$ cat src/rtl/fetch_pc_controller_pkg.sv
// Shared definitions for the fetch PC controller: FSM state encoding and the
// HALT opcode, exported so the hazard and debug units decode identical values.
package fetch_pc_controller_pkg;

   localparam logic [1:0]  ST_RUN    = 2'd0;
   localparam logic [1:0]  ST_HOLD   = 2'd1;
   localparam logic [1:0]  ST_HALTED = 2'd2;

   localparam logic [31:0] HALT_OPCODE = 32'hFFFF_FFFF;

   typedef enum logic [1:0] {
      RUN    = ST_RUN,
      HOLD   = ST_HOLD,
      HALTED = ST_HALTED
   } fetch_state_t;

endpackage

$ cat src/rtl/fetch_pc_controller_adder.sv
// Generic unsigned adder, used for PC+1. The result wraps modulo 2^width.
module fetch_pc_controller_adder #(
   parameter int INPUT_OUTPUT_LENGTH = 11
) (
   input  logic [INPUT_OUTPUT_LENGTH-1:0] a,
   input  logic [INPUT_OUTPUT_LENGTH-1:0] b,
   output logic [INPUT_OUTPUT_LENGTH-1:0] sum
);

   // Carry-out is intentionally dropped so PC max + 1 wraps to zero.
   assign sum = a + b;

endmodule

$ cat src/rtl/fetch_pc_controller.sv
// Fetch-side program counter owner. Consumes the ID branch decision, drives the
// program-memory address, flushes IF/ID on redirect, honours hazard stalls and
// debug-unit enable, and freezes fetch when HALT is fetched.
// Optional build macro: BRANCH_DELAY_SLOT_EN (ties o_flush to 0 for MIPS-style
// delay-slot semantics; redirect timing is unchanged).
module fetch_pc_controller
   import fetch_pc_controller_pkg::*;
#(
   parameter int CANT_BITS_ADDR        = 11,
   parameter int CANT_BITS_INSTRUCTION = 32,
   parameter logic [CANT_BITS_INSTRUCTION-1:0] HALT_OPCODE_P = CANT_BITS_INSTRUCTION'(HALT_OPCODE),
   parameter int CANT_BITS_CONTADOR    = 32
) (
   input  logic                             i_clock,
   input  logic                             i_reset,
   input  logic                             i_enable,
   input  logic                             i_stall,
   input  logic                             i_branch_control,
   input  logic [CANT_BITS_ADDR-1:0]        i_branch_dir,
   input  logic [CANT_BITS_INSTRUCTION-1:0] i_instruction,
   output logic [CANT_BITS_ADDR-1:0]        o_pc,
   output logic [CANT_BITS_ADDR-1:0]        o_adder_pc,
   output logic                             o_flush,
   output logic                             o_halt,
   output logic [CANT_BITS_CONTADOR-1:0]    o_cycle_count
);

   fetch_state_t                state;
   fetch_state_t                state_next;
   logic [CANT_BITS_ADDR-1:0]   pc;
   logic [CANT_BITS_ADDR-1:0]   pc_next;
   logic [CANT_BITS_ADDR-1:0]   pc_plus_one;
   logic [CANT_BITS_ADDR-1:0]   pending;
   logic [CANT_BITS_ADDR-1:0]   pending_next;
   logic                        halt;
   logic                        halt_next;
   logic                        redirect;
   logic [CANT_BITS_CONTADOR-1:0] cycle_count;

   fetch_pc_controller_adder #(
      .INPUT_OUTPUT_LENGTH(CANT_BITS_ADDR)
   ) u_adder_pc (
      .a  (pc),
      .b  (CANT_BITS_ADDR'(1)),
      .sum(pc_plus_one)
   );

   // Next-PC selection and redirect detection, in branch > stall > HALT > +1 priority.
   always_comb begin
      state_next   = state;
      pc_next      = pc;
      pending_next = pending;
      halt_next    = halt;
      redirect     = 1'b0;
      case (state)
         RUN: begin
            if (i_branch_control && !i_stall) begin
               pc_next  = i_branch_dir;
               redirect = 1'b1;
            end else if (i_branch_control && i_stall) begin
               // Target is parked until the stall releases.
               pending_next = i_branch_dir;
               state_next   = HOLD;
            end else if (i_stall) begin
               pc_next = pc;
            end else if (i_instruction == HALT_OPCODE_P) begin
               halt_next  = 1'b1;
               state_next = HALTED;
            end else begin
               pc_next = pc_plus_one;
            end
         end
         HOLD: begin
            // First latched target wins; new branch requests are ignored here.
            if (!i_stall) begin
               pc_next    = pending;
               redirect   = 1'b1;
               state_next = RUN;
            end
         end
         default: begin
            // HALTED: everything frozen until reset.
         end
      endcase
   end

   // State, PC, pending target, halt flag and cycle counter; frozen when not enabled.
   always_ff @(posedge i_clock or negedge i_reset) begin
      if (!i_reset) begin
         state       <= RUN;
         pc          <= '0;
         pending     <= '0;
         halt        <= 1'b0;
         cycle_count <= '0;
      end else if (i_enable) begin
         state   <= state_next;
         pc      <= pc_next;
         pending <= pending_next;
         halt    <= halt_next;
         if (state != HALTED) begin
            cycle_count <= cycle_count + CANT_BITS_CONTADOR'(1);
         end
      end
   end

   assign o_pc          = pc;
   assign o_adder_pc    = pc_plus_one;
   assign o_halt        = halt;
   assign o_cycle_count = cycle_count;

`ifdef BRANCH_DELAY_SLOT_EN
   // Delay-slot instruction after a branch must complete, so IF/ID is never cleared.
   assign o_flush = 1'b0;
   logic unused_flush_terms;
   assign unused_flush_terms = redirect;
`else
   // Mealy flush so IF/ID clears on the same edge that the PC is redirected.
   assign o_flush = i_reset & i_enable & redirect;
`endif

endmodule

$ cat config.mk
export PLATFORM = sky130hd
export DESIGN_NAME = fetch_pc_controller
export DESIGN_NICKNAME = d
export VERILOG_FILES = /design/src/rtl/fetch_pc_controller_pkg.sv /design/src/rtl/fetch_pc_controller_adder.sv /design/src/rtl/fetch_pc_controller.sv
export SDC_FILE = /design/constraint.sdc
export NUM_CORES = 1
export LEC_CHECK = 0
export CAP_MARGIN = 20
export CORE_MARGIN = 2
export CORE_UTILIZATION = 51
export CTS_CLUSTER_SIZE = 28
export DETAILED_ROUTE_END_ITERATION = 16
export PLACE_DENSITY = 0.95
export SETUP_SLACK_MARGIN = 0.1
export SLEW_MARGIN = 20
export SYNTH_ARGS = -nofsm -noshare
export SYNTH_HDL_FRONTEND = slang
export SYNTH_HIERARCHICAL = 1
export SYNTH_SLANG_ARGS = --single-unit
$ cat constraint.sdc
create_clock -name i_clock -period 4.2 [get_ports i_clock]
set_input_delay 0.84 -clock i_clock [delete_from_list [all_inputs] [get_ports i_clock]]
set_output_delay 0.84 -clock i_clock [all_outputs]
set_load 0.02 [all_outputs]
Yosys cells after proc, flatten, opt, wreduce, memory -nomap -nowiden

Cells that the tools add are included.

$add $sub $neg: 2
Multiply operators: 0
Div/mod/pow operators: 0
Magnitude comparators: 0
Equality and inequality tests: 10
Shift operators: 0
Mux-type cells: 15
Bitwise logic cells: 5
Reductions and logical operators: 10

Operators with widths:

| kind                                                                   | count |
|---|---|
| 11-bit 2-to-1 mux                                                      | 5 |
| 32-bit by 1-bit adder with 32-bit output (second input constant)       | 1 |
| 32-bit equality test (second input constant)                           | 1 |
| 11-bit case mux with 2 select lines                                    | 1 |
| 6-bit AND reduction                                                    | 3 |
| 3-bit != test (second input constant)                                  | 5 |
| 11-bit by 1-bit adder with 11-bit output (second input constant)       | 1 |
| 2-bit 2-to-1 mux                                                       | 5 |
| 2-bit != test (second input constant)                                  | 3 |
| 2-bit case mux with 2 select lines                                     | 1 |
| 4-bit AND reduction                                                    | 1 |
| 1-bit inverter                                                         | 3 |
| 1-bit AND                                                              | 2 |
| 2-bit by 1-bit equality test with 1-bit output (second input constant) | 1 |
| 1-bit logical AND                                                      | 2 |
| 2-bit zero test                                                        | 1 |
| 1-bit 2-to-1 mux                                                       | 2 |
| 1-bit case mux with 2 select lines                                     | 1 |
| 2-bit AND reduction                                                    | 1 |
| 2-bit nonzero test                                                     | 1 |
| 1-bit zero test                                                        | 1 |

Bits in registers: 57
Latch bits: 0
Bits in writable memories: 0
ROM bits: 0
Bits of input ports: 48
Output and inout bits: 56
Logic and storage cells: 47
Memories: 0

Logic depth before layout (Yosys ltp)

Depth in word-level cells: 6
Mapped depth: 11

Hierarchy

Netlist, hierarchy kept.

By module, submodules not included:

| module                    | instances | cells an instance | area each (µm²) | seq. area each (µm²) |
|---|---|---|---|---|
| fetch_pc_controller       | 1         | 266               | 2842.7          | 1426.4 |
| fetch_pc_controller_adder | 1         | 62                | 452.9           | 0.0 |

Least setup slack after synthesis

OpenSTA, ideal clock, no wires.

Path kind: flip-flop to output port
Start point: register pc[0], in the netlist o_pc[0]
End point: output port o_adder_pc[8]
Arrival time: 2.069 ns
Required time: 3.360 ns
Setup slack: 1.291 ns
Stages on the path, launching flop included: 9
Cell sequence: dfrtp_1 -> ha_1 -> inv_1 -> fa_1 -> nand2b_1 -> a21oi_1 -> nor3_1 -> a21oi_1 -> xor2_1

Cells in the longest elaborated chain, start to end: 1

RTL lines:

| item                                     | line                            | RTL |
|---|---|---|
| start: declaration                       | fetch_pc_controller.sv:30       | `logic [CANT_BITS_ADDR-1:0] pc;` |
| start signal: assignment                 | fetch_pc_controller.sv:97       | `pc <= pc_next;` |
| 11-bit by 1-bit adder with 11-bit output | fetch_pc_controller_adder.sv:11 | `assign sum = a + b;` |
| end: declaration                         | fetch_pc_controller.sv:22       | `output logic [CANT_BITS_ADDR-1:0] o_adder_pc,` |

Every way passes these cells.

Worst setup path after layout

Same ends and word-level chain as after synthesis.

==> flow_metrics.py <==
metrics = {
    "floorplan": {
        "die_height_um": 84.4,
        "start_util_pct": 52.2,
        "dieWidth_um": 84.4,
        "io_pins": 104,
        "core.rowCount": 29,
        "die_area_mm2": 0.00712,
        "core_mm2": 0.00631,
    },
    "grt": {
        "grt-ovfl-total": 0,
        "grt_max_degree": 58,
        "grt_pass1_vias": 3008,
        "antenna_found_initial": 0,
        "grt_first_pass_wirelength_mm": 14.2,
        "grt_usage_pct": 25.0,
    },
    "run": {
        "drv_cap": 0,
    },
    "critical_path": {
        "critPathKind": "register to output pin",
        "end_kind": "output pin",
        "critPathMaxFanout": 3,
        "max_stage_delay_ns": 0.64,
        "slowest_stage": "clkdlybuf4s50_1",
        "cp_cell_sequence": "ha_1, inv_1, fa_1, nand2b_1, a21oi_1, nor3_1, a21oi_1, xor2_1, clkdlybuf4s50_1",
        "cp.arrival_ns": 2.92,
        "cp.required_ns": 3.36,
        "cp_num_buf_inv": 2,
        "startpoint_type": "register",
        "path_delay_family": "buffers and inverters",
        "crit_top_cell": "a21oi_1",
    },
    "synth": {
        "ys_top_cells_by_count": "dfrtp_1, nand2_1, xnor2_1",
        "ys.flop_type": "dfrtp_1",
        "async_reset_ff_share_pct": 100,
        "synth_most_common_cell": "dfrtp_1",
        "yosys_warnings": 6,
        "synth_top_area_cell": "dfrtp_1",
        "avgSynthCellArea_um2": 10.0,
        "syn-instance-count": 328,
        "synth.area.top_cells": "dfrtp_1, xnor2_1, nand4_1",
        "synth_top_area_share_pct": 43.3,
        "yosysUniqueCellTypes": 45,
        "synth-edff-count": 0,
        "synthesis.area_mm2": 0.00330,
        "ys_seq_area_share_pct": 43.3,
        "synth_seq_cells": 57,
    },
    "clocking": {
        "cts_tree": "built",
        "cts.htree.levels": 3,
        "cts_sinks": 57,
        "clock_latency_ns": 0.33,
        "ctsHoldBuffers": 0,
        "clockBufferDepth": 2,
        "root_buffer": "clkbuf_8",
        "cts_setup_buffers": 0,
        "numCtsBuffers": 9,
        "cts_resized": 0,
        "clkSlewWorstSetupHoldPaths_ns": 0.06,
    },
    "place": {
        "hpwlAfterDp_mm": 6.42,
        "place_congestion": 0.892,
        "portBuffers": 103,
        "post-place-ws_ns": 0.807,
    },
    "power": {
        "comb_power_share_pct": 53.0,
        "p_int_uw": 1630,
        "ir_drop_mv": 0.562,
        "sw_frac_of_total_pct": 39.6,
        "powerDensity_mw_per_mm2": 584,
        "finalPower_uw": 2690,
        "pwr-share-seq_pct": 28.9,
        "p_leak_uw": 0.00195,
        "netSwitchingPower_uw": 1070,
        "pwr-share-clk_pct": 18.1,
    },
    "route": {
        "wirelength_mm": 8.66,
        "drtAntennaViolNets": 0,
        "detail_route.first_pass.iterations": 4,
        "via_per_inst": 5.67,
        "wl_per_cell_um": 16.5,
        "vias": 2981,
        "dr.first_iter.drc_count": 160,
        "drc_errors": 0,
    },
    "sta": {
        "finalCritPeriodShare_pct": 89.4,
        "finalSetupViolCount": 0,
        "hold_violations": 0,
        "whs_ns": 0.477,
        "worstMarginPinSlew_ns": 0.963,
        "fmax_ghz": 0.266,
        "period_minus_slack_ns": 3.76,
        "grt_setup_unrepaired": "false",
        "finalClockSkew_ns": 0.00857,
        "timing.final.max_slew_violations": 0,
        "slew_headroom_pct": 35.6,
        "final.setup.tns_ns": 0,
        "setup_slack_ns": 0.444,
    },
    "final_layout": {
        "antennaDiodeCount": 0,
        "layout.nets": 504,
        "fill_cells": 448,
        "synthToLayoutAreaGrowth_pct": 40.0,
        "layout-drive-gt1-share_pct": 10.2,
    },
    "hold_path": {
        "hp-class": "register to register",
    },
    "run_status": {
        "status": "complete, no violations",
    },
}
## per-stage QoR
stage	area [µm²]	util (%)	std cells
5_1_grt	4610	73.1	526
4_1_cts	4610	73.1	526
6_report	4610	73.1	526
2_1_floorplan	3330	-	338
3_5_place_dp	4420	70.0	510
3_3_place_gp	4420	70.0	510
## worst paths after layout
path,startpoint,endpoint,slack [ns],cells after the start
worst max-delay path,o_pc[0]$_DFFE_PN0P_,o_adder_pc[8],0.44,9
worst min-delay path,o_cycle_count[31]$_DFFE_PN0P_,o_cycle_count[31]$_DFFE_PN0P_,0.48,1
worst max register to register,o_pc[0]$_DFFE_PN0P_,o_pc[10]$_DFFE_PN0P_,1.75,11
worst min register to register,o_cycle_count[31]$_DFFE_PN0P_,o_cycle_count[31]$_DFFE_PN0P_,0.48,1
max in group asynchronous,i_reset,o_cycle_count[28]$_DFFE_PN0P_,3.02,2
min in group asynchronous,i_reset,o_cycle_count[30]$_DFFE_PN0P_,0.70,2
## sequential cells by signal (all words and copies together), names as in the netlist
| register | count |
|---|---|
| state | 2 |
| pending | 11 |
| o_halt | 1 |
| o_pc | 11 |
| o_cycle_count | 32 |
## power by group through the flow
stage	clock (µW)	sequential (µW)	combinational [µW]
global route	521	794	1530
global placement	0	774	1350
finish	488	779	1430
CTS	496	776	1410
detailed placement	0	784	1410
floorplan	0	865	729
## per-layer routing
layer | vias to the layer above | track usage (%) | routed length [µm]
met5 | - | 0 | 0
met4 | 0 | 9.52 | 184
met3 | 18 | 5.90 | 452
met2 | 103 | 44.2 | 4470
met1 | 1462 | 29.7 | 3560
li1 | 1398 | - | -
## cell type report
cell class | count | area, µm² | share of cell area, %
clock buffer | 14 | 183 | 3.96
clock inverter | 2 | 10.0 | 0.217
multi-input combinational | 262 | 1820 | 39.5
sequential | 57 | 1430 | 30.9
tap | 77 | 96.3 | 2.09
timing repair buffer | 105 | 1040 | 22.6
inverter | 9 | 33.8 | 0.732
## cell families (layout without fill, tap and decap cells)
kind of cell    count (synthesis)  after routing  synth area share [%]
flops                          57             57                  43.3
fa+ha+maj                      12             12                  4.78
compound gates                 30             30                  5.96
mux                            23             23                  7.86
xor+xnor                       41             41                  10.9
simple gates                  144            144                  24.5
other cells                     2             12                 0.228
buf+inv                        19            130                  2.51
## layout by cell type, fill, tap and decap left out, types with 11 or more instances in the layout
master	count
nor2_1	19
dfrtp_1	57
xnor2_1	29
nand2_1	40
conb_1	12
mux2_2	13
clkdlybuf4s50_1	102
ha_1	11
clkbuf_8	13
nand3_1	15
xor2_1	12
a31oi_1	13
nand4_1	26
(Power assumes the default switching activity.)
==> RTL change 1: new RTL, same settings <==
Add a define of `BRANCH_DELAY_SLOT_EN`.
--- a/src/rtl/fetch_pc_controller.sv
+++ b/src/rtl/fetch_pc_controller.sv
@@ -4,4 +4,6 @@
 // Optional build macro: BRANCH_DELAY_SLOT_EN (ties o_flush to 0 for MIPS-style
 // delay-slot semantics; redirect timing is unchanged).
+`define BRANCH_DELAY_SLOT_EN
+
 module fetch_pc_controller
    import fetch_pc_controller_pkg::*;
Function: changed (a bounded check fails within 4 cycles, from zero or initial values and one cycle with i_reset low).
==> RTL change 1 against the unedited design <==
- power fell by 0.68%
- setup slack got worse by 0.0065 ns
- critical path type unchanged
- synthesized cell count fell by 8.8%
- sequential cell count did not move
- wire length fell by 11%
- synthesized area fell by 3.3%
- clock skew rose by 0.00064 ns
- cell area fell by 2.0%
==> RTL change 1: results (changes against the unedited design) <==
- Dominant cells by area after synthesis: dfrtp_1, xnor2_1, mux2_4
- Unique masters post-synth: 43 (-4.4%)
- Status: finished, final reports clean
- Antenna violations before repair: 0 (unchanged)
- Vias in the first global route: 2751 (-8.5%)
- Cells on worst reg2reg path: 5 (-6)
- RR Endpoint: o_pc[7]
- CTS buffer count: 9 (unchanged)
- Clock skew: 0.00921 ns (+0.000642 ns)
- Max H-tree Level: 3 (unchanged)
- First-pass GRT wire length: 12800 um (-9.7%)
- Sequential element share of the synthesized area: 0.447 (+0.0146)
- Rel. slew slack: 0.426 (+0.0696)
- XOR/XNOR share of the synthesized area: 0.113 (+0.00368)
- Layout net count: 478 (-5.2%)
- First-pass iteration count of the detailed router: 4 (unchanged)
- Compound-Gate Fraction of Synth Area: 0.0561 (-0.00348)
- Pleak: 1.99 nW (+2.1%)
- Layout cells sized above 1: 0.125 (+0.0228)
- Port bufs: 102 (-0.97%)
- Synth Area in Adders: 0.0495 (+0.00161)
- Max reg flops: 32 (unchanged)
- VDD IR max: 486 uV (-13%)
- Proportion of synthesized area in mux cells: 0.128 (+0.0490)
- Overall track demand over capacity in global routing: 0.235 (-0.0153)
- Clock Path Buffers: 2 (unchanged)
- Crit path capture: o_adder_pc[8]
- Yosys Warn Count: 6 (unchanged)
- Placer Congestion: 0.838 (-6.1%)
- Placed Area: 4320 um^2 (-2.3%)
- Critical Path Max Stage Delay: 0.64 ns (about the same)
- Critical path fanouts, max: 3 (unchanged)
- Clk root buf: clkbuf_8
- Hold Path Class: primary input to async pin
- Largest net degree at the start of global routing: 36 (-38%)
- Vias/cell: 5.40 (-4.7%)
- Clk_lat worst skew: 0.35 ns (+0.02 ns)
- Filler cells: 399 (-11%)
- Worst reg2reg path startpoint: state[1]
- Post-DP HPWL: 5760 um (-10%)
- Post-CTS sizing: 0 (unchanged)
- R2r setup slk: 1.65 ns (-0.10 ns)
- 1st-iter DRT viols: 181 (+13%)
- WL final: 7730 um (-11%)
- # diodes: 0 (unchanged)
- Top cells by count, synth: dfrtp_1, xnor2_1, nand2_1
- FFs w/ async S/R, synth: 1.00 (unchanged)
[RTL change 1: changes by cell type after synthesis, moves of 7 or more]
cell / change
nand2_1: -12
mux2_4: +10
o21ai_0: +10
nand4_1: -10
a31oi_1: -12
mux2_1: -10
mux2i_1: +11
nor2_1: -7
[RTL change 1: metal layers]
layer,global-route usage,part of all wire,vias to the layer above,wire [um]
li1,-,-,1283,-
met1,0.277,0.41,1306,3140
met2,0.405,0.52,86,4050
met3,0.0676,0.051,14,398
met4,0.0909,0.018,0,143
met5,0,0,-,0
[RTL change 1: power by group]
group / leakage, nW / internal [W] / switching [W]
registers: 0.736 / 0.000662 / 0.000115
logic: 1.15 / 0.000686 / 0.000690
clock network: 0.104 / 0.000279 / 0.000242
total: 1.99 / 0.00163 / 0.00105
[RTL change 1: critical path, delay by kind of cell (launching register included)]
family,cells,cell delay (ns)
and+or+nand+nor,2,0.29
AOI/OAI and AO/OA,2,0.37
adders and majority gates,2,0.59
buffers and inverters,2,0.70
DFF,1,0.38
xor gates and xnor gates,1,0.23
[RTL change 1: cell type report]
cell class,count,area [um^2],share of cell area
multi-input combinational,235,1720,0.381
sequential,57,1430,0.315
timing repair buffer,105,1040,0.230
clock buffer,9,124,0.0274
tap,75,93.8,0.0207
clock inverter,7,78.8,0.0174
inverter,10,37.5,0.00830
[RTL change 1: logic make-up after synthesis]
family                     Yosys count
xor gates and xnor gates            41
other                                2
adders and majority gates           12
AOI/OAI and AO/OA                   29
buffers and inverters               18
DFF                                 57
and+or+nand+nor                    106
muxes                               34
[RTL change 1: worst min-delay path by stage]
stage,from,cells past startpoint,to,slack [ns]
2_1_floorplan,pending[10],1,pending[10],0.48
3_3_place_gp,o_halt,1,o_halt,0.46
3_5_place_dp,o_halt,1,o_halt,0.47
4_1_cts,i_reset,1,o_pc[0],0.48
5_1_grt,i_reset,1,o_pc[0],0.50
6_report,i_reset,1,o_pc[0],0.47
[RTL change 1: per-stage QoR]
step	instances	setup WS, ns
floorplan	310	1.29
global placement	482	0.908
detailed placement	482	0.829
CTS	498	0.427
global route	498	0.244
finish	498	0.438
==> RTL change 2: new RTL, same flow settings <==
Made on the original files. Make the reset (`i_reset`) synchronous in one clocked block.
--- a/src/rtl/fetch_pc_controller.sv
+++ b/src/rtl/fetch_pc_controller.sv
@@ -86,5 +86,5 @@
 
    // State, PC, pending target, halt flag and cycle counter; frozen when not enabled.
-   always_ff @(posedge i_clock or negedge i_reset) begin
+   always_ff @(posedge i_clock) begin
       if (!i_reset) begin
          state       <= RUN;
Function: differs if i_reset is asserted again (counterexample within 4 cycles, from zero or initial values and one cycle with i_reset low); with i_reset held inactive, the same outputs for 4 cycles.
==> RTL change 2 against the unedited design <==
- sequential share of layout area decreased by 5.2 points
- synthesized area decreased by 4.7%
- setup slack improved by 0.052 ns
- wire length shrank 4.1%
- sequential cell count did not move
- cell area fell by 3.9%
- global-route usage up 0.73 points
- count of clock-buffer cells in the layout unchanged
- critical path type unchanged
- critical endpoint unchanged
- largest cell class unchanged
Power is not compared: it rests on default switching activity, and its combinational part moved more than twofold at a synthesized area within 25%.
==> RTL change 2: results (changes against the unedited design) <==
- Area share of buffers outside the clock network: 0.239 (+0.0136)
- 1st-iter DRT viols: 111 (-31%)
- First-pass iteration count of the detailed router: 5 (+1)
- Metal2 WL: 4100 um (-8.3%)
- Min-delay src: o_halt
- Placer Congestion: 0.776 (-13%)
- Inverters, non-clock: 13 (+4)
- GR Util met1: 0.297 (-0.000349)
- Layout net count: 540 (+7.1%)
- GR Layer Usage met2: 0.463 (+0.0213)
- Layout area overhead: 41.2%
- Worst Hold End: o_halt
- Proportion of synthesized area in mux cells: 0.112 (+0.0329)
- Clock-cell share: 0.0367 (-0.00509)
- Fraction of area in registers: 0.257 (-0.0518)
- FFs w/ async S/R, synth: 0 (-1.00)
- Clock skew: 0.00829 ns (-0.000286 ns)
- Compound-Gate Fraction of Synth Area: 0.0777 (+0.0181)
- WL/cell: 14.9 um (-9.6%)
- XOR/XNOR share of the synthesized area: 0.100 (-0.00860)
- Layout cells sized above 1: 0.0518 (-0.0507)
- Status: finished, final reports clean
- Overall track demand over capacity in global routing: 0.258 (+0.00726)
- Vias in the first global route: 3048 (+1.3%)
- Unique masters post-synth: 41 (-8.9%)
- Rel. slew slack: 0.436 (+0.0800)
- RR Endpoint: o_pc[8]
- Non-clk bufs: 107 (+1.9%)
- Synth Area in Adders: 0.0502 (+0.00234)
- Worst Setup SP: o_pc[0]
- Dominant cells by area after synthesis: dfxtp_1, mux2i_1, xor2_1
RTL change 2: changes by cell type after synthesis, sizes merged, moves of 12 or more:
cell,change
mux2i,+35
dfxtp,+57
a31oi,-12
dfrtp,-57
o211ai,+14
nor2,+27
xor2,+14
mux2,-23
xnor2,-19
RTL change 2: per-stage QoR:
stage / cell area, um^2 / std cells / worst slack [ns] / util
finish: 4440 / 558 / 0.497 / 0.749
global route: 4440 / 558 / 0.284 / 0.749
CTS: 4440 / 558 / 0.497 / 0.749
detailed placement: 4270 / 544 / 0.863 / 0.722
global placement: 4270 / 544 / 0.937 / 0.722
floorplan: 3180 / 377 / 1.29 / -
RTL change 2: worst max-delay path, stage by stage, from the launching register on:
cell and delay, ns:
dfxtp_1 0.35, ha_1 0.19, inv_1 0.06, fa_1 0.40, nand2b_1 0.20, a21oi_1 0.21, nor3_1 0.11, a21oi_1 0.18
xor2_1 0.20, clkdlybuf4s50_1 0.63
